<file path="src/rtl/dircc_types_pkg.sv">
// dircc_types_pkg: shared DiRCC packet layout and the send-arbiter state encoding.
package dircc_types_pkg;
  typedef struct packed {
    logic [15:0] hw_addr;
    logic [15:0] sw_addr;
  } addr_t;
  typedef struct packed {
    addr_t       dest;
    addr_t       src;
    logic [63:0] payload;
  } packet_t;
  typedef enum logic [1:0] {IDLE, ISSUE, WAIT_START, WAIT_DONE} arb_state_t;
endpackage

</file>
<file path="src/rtl/dircc_rr_select.sv">
// dircc_rr_select: combinational round-robin pick, first set req at or after rr_ptr with wrap.
module dircc_rr_select #(
  parameter  int NUM_REQ   = 4,
  localparam int PTR_WIDTH = $clog2(NUM_REQ)
) (
  input  logic [NUM_REQ-1:0]   req,
  input  logic [PTR_WIDTH-1:0] rr_ptr,
  output logic [PTR_WIDTH-1:0] winner,
  output logic                 valid
);
  always_comb begin
    winner = '0;
    valid  = |req;
    // Walk farthest-first so the nearest set request overwrites last.
    for (int i = NUM_REQ - 1; i >= 0; i--)
      if (req[(int'(rr_ptr) + i) % NUM_REQ]) winner = PTR_WIDTH'((int'(rr_ptr) + i) % NUM_REQ);
  end
endmodule

</file>
<file path="src/rtl/dircc_packet_send_arbiter.sv">
// dircc_packet_send_arbiter: round-robin share of one Avalon-ST packet sender between NUM_REQ
// requesters; issues write_packet, tracks tx_sending, reports done or a start timeout.
module dircc_packet_send_arbiter
  import dircc_types_pkg::*;
#(
  parameter  int NUM_REQ       = 4,
  parameter  int START_TIMEOUT = 4,
  localparam int PTR_WIDTH     = $clog2(NUM_REQ)
) (
  input  logic               clk,
  input  logic               reset_n,
  input  logic [NUM_REQ-1:0] req,
  input  packet_t            req_packet [NUM_REQ],
  output logic [NUM_REQ-1:0] grant_ack,
  output logic [NUM_REQ-1:0] done,
  output logic               timeout_err,
  output logic               busy,
  output logic               tx_write_packet,
  output packet_t            tx_packet_data,
  input  logic               tx_sending
);
  arb_state_t           state_q, state_d;
  logic [PTR_WIDTH-1:0] rr_ptr_q, rr_ptr_d, owner_q, owner_d, winner;
  logic [7:0]           tout_cnt_q, tout_cnt_d;
  logic                 tx_write_q, tx_write_d, timeout_err_q, timeout_err_d, valid;
  packet_t              tx_data_q, tx_data_d;
  logic [NUM_REQ-1:0]   grant_ack_q, grant_ack_d, done_q, done_d;

  dircc_rr_select #(.NUM_REQ(NUM_REQ)) u_sel (
    .req(req), .rr_ptr(rr_ptr_q), .winner(winner), .valid(valid)
  );

  always_comb begin
    state_d       = state_q;
    rr_ptr_d      = rr_ptr_q;
    owner_d       = owner_q;
    tout_cnt_d    = tout_cnt_q;
    tx_write_d    = 1'b0;
    tx_data_d     = tx_data_q;
    grant_ack_d   = '0;
    done_d        = '0;
    timeout_err_d = 1'b0;
    case (state_q)
      IDLE:
        // A busy sender here is someone else's transfer; never grant into it.
        if (valid && !tx_sending) begin
          tx_data_d   = req_packet[winner];
          tx_write_d  = 1'b1;
          grant_ack_d = NUM_REQ'(1) << winner;
          owner_d     = winner;
          rr_ptr_d    = (winner == PTR_WIDTH'(NUM_REQ - 1)) ? '0 : winner + 1'b1;
          state_d     = ISSUE;
        end
      ISSUE: begin
        tout_cnt_d = '0;
        state_d    = WAIT_START;
      end
      WAIT_START:
        if (tx_sending) state_d = WAIT_DONE;
        else if (tout_cnt_q == 8'(START_TIMEOUT - 1)) begin
          timeout_err_d = 1'b1;
          state_d       = IDLE;
        end else tout_cnt_d = tout_cnt_q + 8'd1;
      WAIT_DONE:
        if (!tx_sending) begin
          done_d[owner_q] = 1'b1;
          state_d         = IDLE;
        end
    endcase
  end

  always_ff @(posedge clk or negedge reset_n)
    if (!reset_n) begin
      state_q       <= IDLE;
      rr_ptr_q      <= '0;
      owner_q       <= '0;
      tout_cnt_q    <= '0;
      tx_write_q    <= 1'b0;
      tx_data_q     <= '0;
      grant_ack_q   <= '0;
      done_q        <= '0;
      timeout_err_q <= 1'b0;
    end else begin
      state_q       <= state_d;
      rr_ptr_q      <= rr_ptr_d;
      owner_q       <= owner_d;
      tout_cnt_q    <= tout_cnt_d;
      tx_write_q    <= tx_write_d;
      tx_data_q     <= tx_data_d;
      grant_ack_q   <= grant_ack_d;
      done_q        <= done_d;
      timeout_err_q <= timeout_err_d;
    end

  assign busy            = state_q != IDLE;
  assign tx_write_packet = tx_write_q;
  assign tx_packet_data  = tx_data_q;
  assign grant_ack       = grant_ack_q;
  assign done            = done_q;
  assign timeout_err     = timeout_err_q;
endmodule

</file>
<file path="config.mk">
export PLATFORM = sky130hd
export DESIGN_NAME = dircc_packet_send_arbiter
export DESIGN_NICKNAME = d
export VERILOG_FILES = /design/src/rtl/dircc_types_pkg.sv /design/src/rtl/dircc_rr_select.sv /design/src/rtl/dircc_packet_send_arbiter.sv
export SDC_FILE = /design/constraint.sdc
export NUM_CORES = 1
export LEC_CHECK = 0
export ABC_AREA = 1
export CAP_MARGIN = 10
export CORE_AREA = 2 2 258 260
export DETAILED_ROUTE_END_ITERATION = 10
export DIE_AREA = 0 0 260 262
export PLACE_DENSITY_LB_ADDON = 0.25
export SLEW_MARGIN = 20
export SYNTH_ARGS = -nofsm -noshare
export SYNTH_HDL_FRONTEND = slang
export SYNTH_SLANG_ARGS = --single-unit
</file>
<file path="constraint.sdc">
create_clock -name clk -period 3.7 [get_ports clk]
set_input_delay 1.11 -clock clk [delete_from_list [all_inputs] [get_ports clk]]
set_output_delay 1.11 -clock clk [all_outputs]
set_load 0.03 [all_outputs]
</file>
# Yosys cells after proc, flatten, opt, wreduce, memory -nomap -nowiden

Cells that the tools add are included.

Bits in writable memories: 0
Bits in registers: 152
Output and inout bits: 139
Word-level logic and storage cells: 91
Memories kept: 0
Input port bits: 519
Memory bits (read-only): 0
Latch bits: 0

Equality and inequality tests: 10
Multiplexer cells: 38
Multipliers: 0
Reduce and logical (&&, ||, !) cells: 13
Div/mod/pow operators: 0
Add/sub/neg operators: 5
Shift-type cells: 1
Order comparisons: 7
Bitwise logic cells: 4

Operators by type and width:

| cell                  | count |
|---|---|
| $bmux W128 S2         | 1 |
| $mux W128             | 2 |
| $mux W2               | 9 |
| $mux W4               | 4 |
| $mux W8               | 2 |
| $pmux W8 S2           | 1 |
| $mux W1               | 13 |
| $lt A3 B4 Y1 const B  | 3 |
| $add A8 B1 Y8 const B | 1 |
| $bmux W1 S2           | 4 |
| $eq A8 B2 Y1 const B  | 1 |
| $ne A2 B2 Y1 const B  | 4 |
| $pmux W2 S4           | 1 |
| $eq A2 B2 Y1 const B  | 3 |
| $lt A2 B3 Y1 const B  | 2 |
| $reduce_and A3 Y1     | 2 |
| $reduce_or A2 Y1      | 3 |
| $add A2 B1 Y2 const B | 2 |
| $add A2 B2 Y2 const B | 2 |
| $reduce_bool A2 Y1    | 2 |
| $reduce_or A4 Y1      | 1 |
| $shl A1 B2 Y4 const A | 1 |
| $and A1 B1 Y1 const A | 3 |
| $ge A3 B3 Y1 const B  | 1 |
| 9 further kinds       | 10 |

# Logic depth before layout (Yosys ltp)

Gate-level depths: netlist (run 1).

Word-level depth: 14
Depth in mapped cells: 16
Gate-level depth less buffers: 13

# Hierarchy

Synthesis (run 1) repeated with hierarchy kept, for this count alone.

Cell total of the unflattened synthesis: 1448
Area total of the unflattened synthesis: 9575.4 µm²

By module, submodules not included:

| module                    | cells each | area an instance (µm²) | times used | seq. area each (µm²) |
|---|---|---|---|---|
| dircc_packet_send_arbiter | 1402       | 9386.5                 | 1          | 3803.6 |
| dircc_rr_select           | 46         | 188.9                  | 1          | 0.0 |

# Worst setup path before layout (run 1)

OpenSTA, ideal clock, no wires.

Kind: input to register
Start point: input req[0]
End point: register rr_ptr_q[1]
Slack: 1.196 ns
Cell stages on the path: 13
Arrival time: 2.372 ns
Setup time: 0.132 ns
Buffers on the path: 2
Required time: 3.568 ns
Path through: inv_1 nand2_2 nand3_1 nand2_1 nand3_2 nand2_2 nand2_4 nand2_4 buf_8 buf_2 ha_1 nand2_1 o21ai_0

Cells in the longest elaborated chain, start to end: 9

RTL lines:

| item                                          | line                            | source |
|---|---|---|
| start, declared                               | dircc_packet_send_arbiter.sv:12 | `input logic [NUM_REQ-1:0] req,` |
| $bmux W1 S2                                   | dircc_rr_select.sv:16           | `if (req[(int'(rr_ptr) + i) % NUM_REQ]) winner = PTR_WIDTH'((int'(rr_ptr) + i) % NUM_REQ);` |
| $mux W1 (implied by the code) (2 in a row)    | dircc_rr_select.sv:16           |  |
| $mux W2 (4 in a row)                          | dircc_rr_select.sv:16           |  |
| $add A2 B1 Y2 or $eq A2 B2 Y1 (tied branches) | dircc_packet_send_arbiter.sv:51 | `rr_ptr_d = (winner == PTR_WIDTH'(NUM_REQ - 1)) ? '0 : winner + 1'b1;` |
| $mux W2                                       | dircc_packet_send_arbiter.sv:51 |  |
| end signal, assigned                          | dircc_packet_send_arbiter.sv:85 | `rr_ptr_q <= rr_ptr_d;` |
| end, declared                                 | dircc_packet_send_arbiter.sv:23 | `logic [PTR_WIDTH-1:0] rr_ptr_q, rr_ptr_d, owner_q, owner_d, winner;` |

Several ways; a longest one is shown, not always the timed one. The select of a mux whose other input is x is not followed.
A chain may end at the register's enable or synchronous reset.

# Final worst setup path (run 1)

Start point: register state_q[1]
End point: output busy

Cells in the longest elaborated chain, start to end: 1

RTL lines:

| item                   | line                            | source |
|---|---|---|
| start, declared        | dircc_packet_send_arbiter.sv:22 | `arb_state_t state_q, state_d;` |
| start signal, assigned | dircc_packet_send_arbiter.sv:84 | `state_q <= state_d;` |
| $reduce_bool A2 Y1     | dircc_packet_send_arbiter.sv:95 | `assign busy = state_q != IDLE;` |
| end, declared          | dircc_packet_send_arbiter.sv:17 | `output logic busy,` |

No other way between the ends.

==> impl_metrics.py, run 1 <==
metrics = {
    "logic_synthesis": {
        "async_flop_share": 1.00,
        "synth.avg_cell_area_um2": 5.65,
        "ys_types": 29,
        "synth_cells": 2208,
        "syn_area_um2": 12500,
        "synth_top_area_frac": 0.305,
        "synth_most_common_cell": "nand2_1",
        "ys_warn_count": 0,
        "yosysTopAreaCell": "dfrtp_1",
        "yosys_register_bits": 152,
        "ys_top_cells_by_area": "dfrtp_1, nand2_1, nand3_1",
        "synth_nets": 2729,
        "synthFlopType": "dfrtp_1",
        "synth_common_cells": "nand2_1, inv_1, nand3_1",
        "synth_edf_count": 0,
        "ys_seq_area_frac": 0.305,
    },
    "grt": {
        "grt_pass1_vias": 14445,
        "antenna_found_initial": 0,
        "grt.overflow.total": 0,
        "groute.usage.overall": 0.163,
        "grt_pass1_wl_um": 85000,
        "grt_max_degree": 99,
    },
    "clocking": {
        "clk_latency_ns": 0.48,
        "root_buffer": "clkbuf_16",
        "post_cts_resized": 0,
        "cts_tree": "built",
        "clkSinkCount": 152,
        "clockBufferDepth": 2,
        "cts_inserted_buffers": 17,
        "htree_levels": 4,
        "hold_buffers": 0,
        "cts_setup_buffers": 0,
        "clk_pin_slew_ns": 0.06,
    },
    "worst_setup_path": {
        "r2r_start": "rr_ptr_q[0]",
        "crit_start": "state_q[1]",
        "cp_data_arrival_time_ns": 1.89,
        "worstSetupPathType": "register to output pin",
        "critPathLaunchType": "register",
        "rrSetupSlack_ns": 1.21,
        "reg2reg_depth": 15,
        "cp.required_ns": 2.59,
        "r2r-end": "tx_packet_data[97]",
        "worstSetupEndpointType": "output pin",
        "cp.depth": 3,
        "path_delay_family": "buffers and inverters",
        "cpPeakStageDelay_ns": 0.64,
        "crit_path_cell_trace": "nor2_1, inv_1, clkdlybuf4s50_1",
        "worst_path_max_delay_cell": "clkdlybuf4s50_1",
        "crit_fanout": 4,
        "critPathBufInv": 2,
        "endpoint": "busy",
    },
    "sta": {
        "skew_ns": 0.0124,
        "setup_viol": 0,
        "hold_viol": 0,
        "max_slew_margin": 0.469,
        "fmax_ghz": 0.333,
        "slew_viol_final": 0,
        "fin_tns_setup_ns": 0,
        "fin_crit_ns": 3.00,
        "fin_crit_sh": 0.812,
        "grt_setup_unrepaired": "no",
        "tightest_slew_ns": 0.796,
    },
    "routing": {
        "route.detailed.drc": 0,
        "num_vias": 14801,
        "viasPerCell": 4.04,
        "drtIter0Drc": 784,
        "ant_nets": 0,
        "firstDrtPassIters": 4,
        "wirelength_um": 57200,
        "avgRoutedWirePerCell_um": 15.6,
    },
    "outcome": {
        "status": "complete, no violations",
    },
    "cells_and_area": {
        "multi_input_area_um2": 5970,
        "regArea_um2": 3800,
        "drive_gt1_frac": 0.0325,
        "final_nets": 3307,
        "areaGrowthSynthToFinish_pct": 65.2,
        "n_fill_cell": 7331,
    },
    "die": {
        "start_util": 0.191,
        "die-width_um": 260,
        "design.die.area_um2": 68100,
        "boundaryPins": 658,
        "core-area_um2": 65300,
        "rows": 94,
        "die_h_um": 262,
    },
    "pwr": {
        "ir_drop_mv": 0.750,
        "power_density_nw_per_um2": 878,
        "p_total_mw": 18.1,
        "leakagePower_nw": 11.3,
    },
    "place": {
        "dp_hpwl_um": 43000,
        "io_buffers": 657,
        "gp_congestion": 0.874,
    },
    "hold_path": {
        "hold_path.class": "register to register",
    },
    "flow_run": {
        "cap_violations": 0,
    },
}
worst min-delay path by stage:
stage / startpoint / to / slack (ns) / cells past startpoint
finish: tx_packet_data[23] / tx_packet_data[23] / 0.48 / 2
global route: owner_q[0] / done[2] / 0.49 / 1
CTS: owner_q[0] / done[2] / 0.48 / 1
detailed placement: tx_packet_data[66] / tx_packet_data[66] / 0.46 / 2
global placement: owner_q[0] / done[2] / 0.46 / 1
floorplan: owner_q[0] / done[2] / 0.43 / 1
layer usage:
metal / GRT usage / wire, um / up-vias
li1: - / - / 7701
met1: 0.196 / 23900 / 6609
met2: 0.278 / 27800 / 436
met3: 0.0512 / 4290 / 55
met4: 0.0509 / 1200 / 0
met5: 0 / 0 / -
power breakdown:
part	total (mW)	internal (mW)	switching (mW)	leakage, nW
Clock	1.80	0.958	0.845	0.280
Sequential	2.81	2.38	0.432	1.93
Combinational	13.5	4.86	8.64	9.12
Total	18.1	8.20	9.92	11.3
cells by family (layout without fill, tap and decap cells):
kind of cell | count (synthesis) | count (layout) | synth area share
fa+ha+maj | 2 | 2 | 0.00200
other cells | 0 | 1 | 0
flops | 152 | 152 | 0.305
compound gates | 18 | 18 | 0.00812
simple gates | 1353 | 1353 | 0.464
xor+xnor | 2 | 2 | 0.00140
buf+inv | 681 | 1272 | 0.220
sequential cells by signal (all words and copies together) (netlist names):
register         flops
done                 4
tout_cnt_q           8
rr_ptr_q             2
tx_packet_data     128
tx_write_packet      1
timeout_err          1
owner_q              2
state_q              2
grant_ack            4
area by class of cell:
class                           count  share of cell area
Timing Repair Buffer              701               0.347
Multi-Input combinational cell   1375               0.290
Sequential cell                   152               0.184
Inverter                          539              0.0983
Tap cell                          864              0.0524
Clock buffer                       18              0.0213
Clock inverter                     14             0.00661
Antenna cell                        1            0.000121
metrics by stage:
| stage | instance area, um^2 | hold WS (ns) | utilization | setup slack (ns) | instances |
|---|---|---|---|---|---|
| after floorplan | 12500 | 0.432 | - | 1.20 | 2208 |
| after global placement | 20000 | 0.456 | 0.307 | 0.267 | 3631 |
| after detailed placement | 20000 | 0.464 | 0.307 | 0.281 | 3631 |
| after CTS | 20600 | 0.477 | 0.316 | 0.630 | 3663 |
| after global routing | 20600 | 0.486 | 0.316 | 0.562 | 3663 |
| final | 20600 | 0.475 | 0.316 | 0.696 | 3664 |
tightest hold or removal path: stages (launching register included):
cell	delay, ns
dfrtp_1	0.34
nand2_1	0.05
nand2_1	0.05
placed cells by master (no fill, tap or decap), types with 3 or more instances in the layout:
cell | synthesis | layout
clkbuf_16 | 0 | 17
inv_6 | 0 | 6
o21ai_0 | 9 | 9
buf_4 | 9 | 23
inv_1 | 534 | 534
nand2_1 | 798 | 796
dfrtp_1 | 152 | 152
clkdlybuf4s50_1 | 0 | 656
inv_2 | 5 | 3
nor3_1 | 5 | 5
nor4_1 | 4 | 4
nor2_1 | 16 | 16
buf_12 | 0 | 20
nand3_1 | 521 | 521
Power figures use the tool's default switching activity.
==> inputs of run 2 (changes only) <==
--- a/config.mk
+++ b/config.mk
@@ -7,9 +7,9 @@
 export LEC_CHECK = 0
 export ABC_AREA = 1
 export CAP_MARGIN = 10
-export CORE_AREA = 2 2 258 260
+export CORE_AREA = 2 2 252 254
 export DETAILED_ROUTE_END_ITERATION = 10
-export DIE_AREA = 0 0 260 262
+export DIE_AREA = 0 0 254 256
 export PLACE_DENSITY_LB_ADDON = 0.25
 export SLEW_MARGIN = 20
 export SYNTH_ARGS = -nofsm -noshare
==> constraint.sdc (replaced) <==
create_clock -name clk -period 2.9 [get_ports clk]
set_input_delay 0.87 -clock clk [delete_from_list [all_inputs] [get_ports clk]]
set_output_delay 0.87 -clock clk [all_outputs]
set_load 0.03 [all_outputs]
==> run 2 against run 1 <==
Compared with the run above: clock skew increased by 0.0020 ns; flip-flop and latch count unchanged; global-route usage increased by 1.5 points; largest power group unchanged; power increased by 38%; cell area increased by 4.4%; highest routed layer is now met5; non-clock buffer count increased by 73; register-to-register slack got worse by 0.68 ns; die area decreased by 4.5%; count of clock-buffer cells in the layout increased by 1.
==> impl_metrics.py, run 2 (synthesis gave the netlist of run 1 again) <==
metrics = {
    "outcome": {
        "status": "complete, no violations",
    },
    "cells_and_area": {
        "stdcell_count": 3719,
        "layout_commonest_cell": "nand2_1",
        "n_fill_cell": 6874,
        "drive_gt1_frac": 0.0571,
        "final_nets": 3380,
        "layout_common_cells": "nand2_1, clkdlybuf4s50_1, inv_1, nand3_1, dfrtp_1",
        "final_core_util": 0.345,
        "areaGrowthSynthToFinish_pct": 72.5,
        "largest_register_ffs": 128,
        "stdcell_area_um2": 21500,
    },
    "die": {
        "die_h_um": 256,
        "boundaryPins": 658,
        "core-area_um2": 62400,
        "design.die.area_um2": 65000,
        "start_util": 0.200,
        "rows": 92,
        "die-width_um": 254,
    },
    "clocking": {
        "cts_setup_buffers": 0,
        "clockBufferDepth": 2,
        "cts_tree": "built",
        "clk_pin_slew_ns": 0.07,
        "hold_buffers": 0,
        "clkSinkCount": 152,
        "cts_inserted_buffers": 17,
        "root_buffer": "clkbuf_16",
        "htree_levels": 4,
        "clk_latency_ns": 0.48,
        "post_cts_resized": 0,
    },
    "worst_setup_path": {
        "crit_fanout": 4,
        "worstSetupEndpointType": "output pin",
        "rrSetupSlack_ns": 0.53,
        "critPathLaunchType": "register",
        "cp_data_arrival_time_ns": 1.91,
        "r2r_start": "rr_ptr_q[0]",
        "r2r-end": "tx_packet_data[85]",
        "reg2reg_depth": 13,
        "worstSetupPathType": "register to output pin",
        "cp.required_ns": 2.03,
    },
    "sta": {
        "tightest_slew_ns": 0.655,
        "fin_crit_ns": 2.78,
        "max_slew_margin": 0.563,
        "slew_viol_final": 0,
        "fin_crit_sh": 0.960,
        "skew_ns": 0.0144,
        "setup_viol": 0,
        "hold_viol": 0,
        "fmax_ghz": 0.359,
        "fin_tns_setup_ns": 0,
        "grt_setup_unrepaired": "no",
    },
    "pwr": {
        "ir_drop_mv": 0.529,
        "leakagePower_nw": 11.8,
        "power_density_nw_per_um2": 1160,
        "p_total_mw": 25.1,
    },
    "place": {
        "dp_hpwl_um": 47200,
        "io_buffers": 657,
        "gp_congestion": 0.877,
        "dp_cells": 3686,
        "dpl-instance-area_um2": 20800,
    },
    "grt": {
        "antenna_found_initial": 5,
        "grt_max_degree": 84,
        "grt_pass1_vias": 14868,
        "grt_pass1_wl_um": 88300,
        "groute.usage.overall": 0.178,
        "grt.overflow.total": 0,
    },
    "routing": {
        "avgRoutedWirePerCell_um": 15.9,
        "firstDrtPassIters": 5,
        "drtIter0Drc": 855,
        "wirelength_um": 59000,
        "viasPerCell": 4.11,
        "ant_nets": 0,
        "num_vias": 15282,
        "route.detailed.drc": 0,
    },
    "flow_run": {
        "cap_violations": 0,
    },
    "hold_path": {
        "hold_path.class": "input pin to asynchronous set/reset pin",
    },
}
run 2: cell count changes in the layout (fill, tap and decap cells not counted), moves of 3 or more:
cell and delta:
buf_4 +52, buf_12 +22, bufinv_16 +5, inv_6 -4, clkinv_4 +3
run 2: worst max path at each step:
stage | start | endpoint | cells after the start
2_1_floorplan | req[0] | rr_ptr_q[1] | 13
3_3_place_gp | req[3] | tx_packet_data[85] | 14
3_5_place_dp | req[3] | tx_packet_data[85] | 14
4_1_cts | state_q[1] | busy | 3
5_1_grt | state_q[1] | busy | 3
6_report | state_q[1] | busy | 3
run 2: power by group:
part	leakage (nW)	total [mW]	switching (mW)	internal (mW)
registers	1.93	3.64	0.603	3.03
logic	9.57	18.7	11.3	7.39
clock network	0.338	2.71	1.04	1.67
run 2: per-stage QoR:
step,worst slack [ns],hold slack (ns)
5_1_grt,0.0456,0.333
6_report,0.117,0.336
3_5_place_dp,-0.218,0.447
4_1_cts,0.0587,0.318
3_3_place_gp,-0.194,0.459
2_1_floorplan,0.636,0.432
run 2: routing by layer:
metal  global-route usage  routed length, um  up-vias
met4               0.0621               1570        8
li1                     -                  -     7852
met2                0.300              28000      490
met5                    0                 60        -
met3               0.0495               4360       67
met1                0.216              25000     6865
run 2: cell type report:
| type | instances | area (um^2) | share of cell area |
|---|---|---|---|
| inverters | 539 | 2030 | 0.0942 |
| repair buffers | 774 | 7980 | 0.371 |
| clock inverters | 13 | 241 | 0.0112 |
| clock buffers | 19 | 453 | 0.0210 |
| multi-input cells | 1375 | 5970 | 0.277 |
| diodes | 1 | 2.50 | 0.000116 |
| well taps | 846 | 1060 | 0.0491 |
| flip-flops and latches | 152 | 3800 | 0.177 |
run 2: critical path: stages (launching register included):
cell and delay (ns):
dfrtp_1 0.41, nor2_1 0.29, inv_1 0.10, clkdlybuf4s50_1 0.64
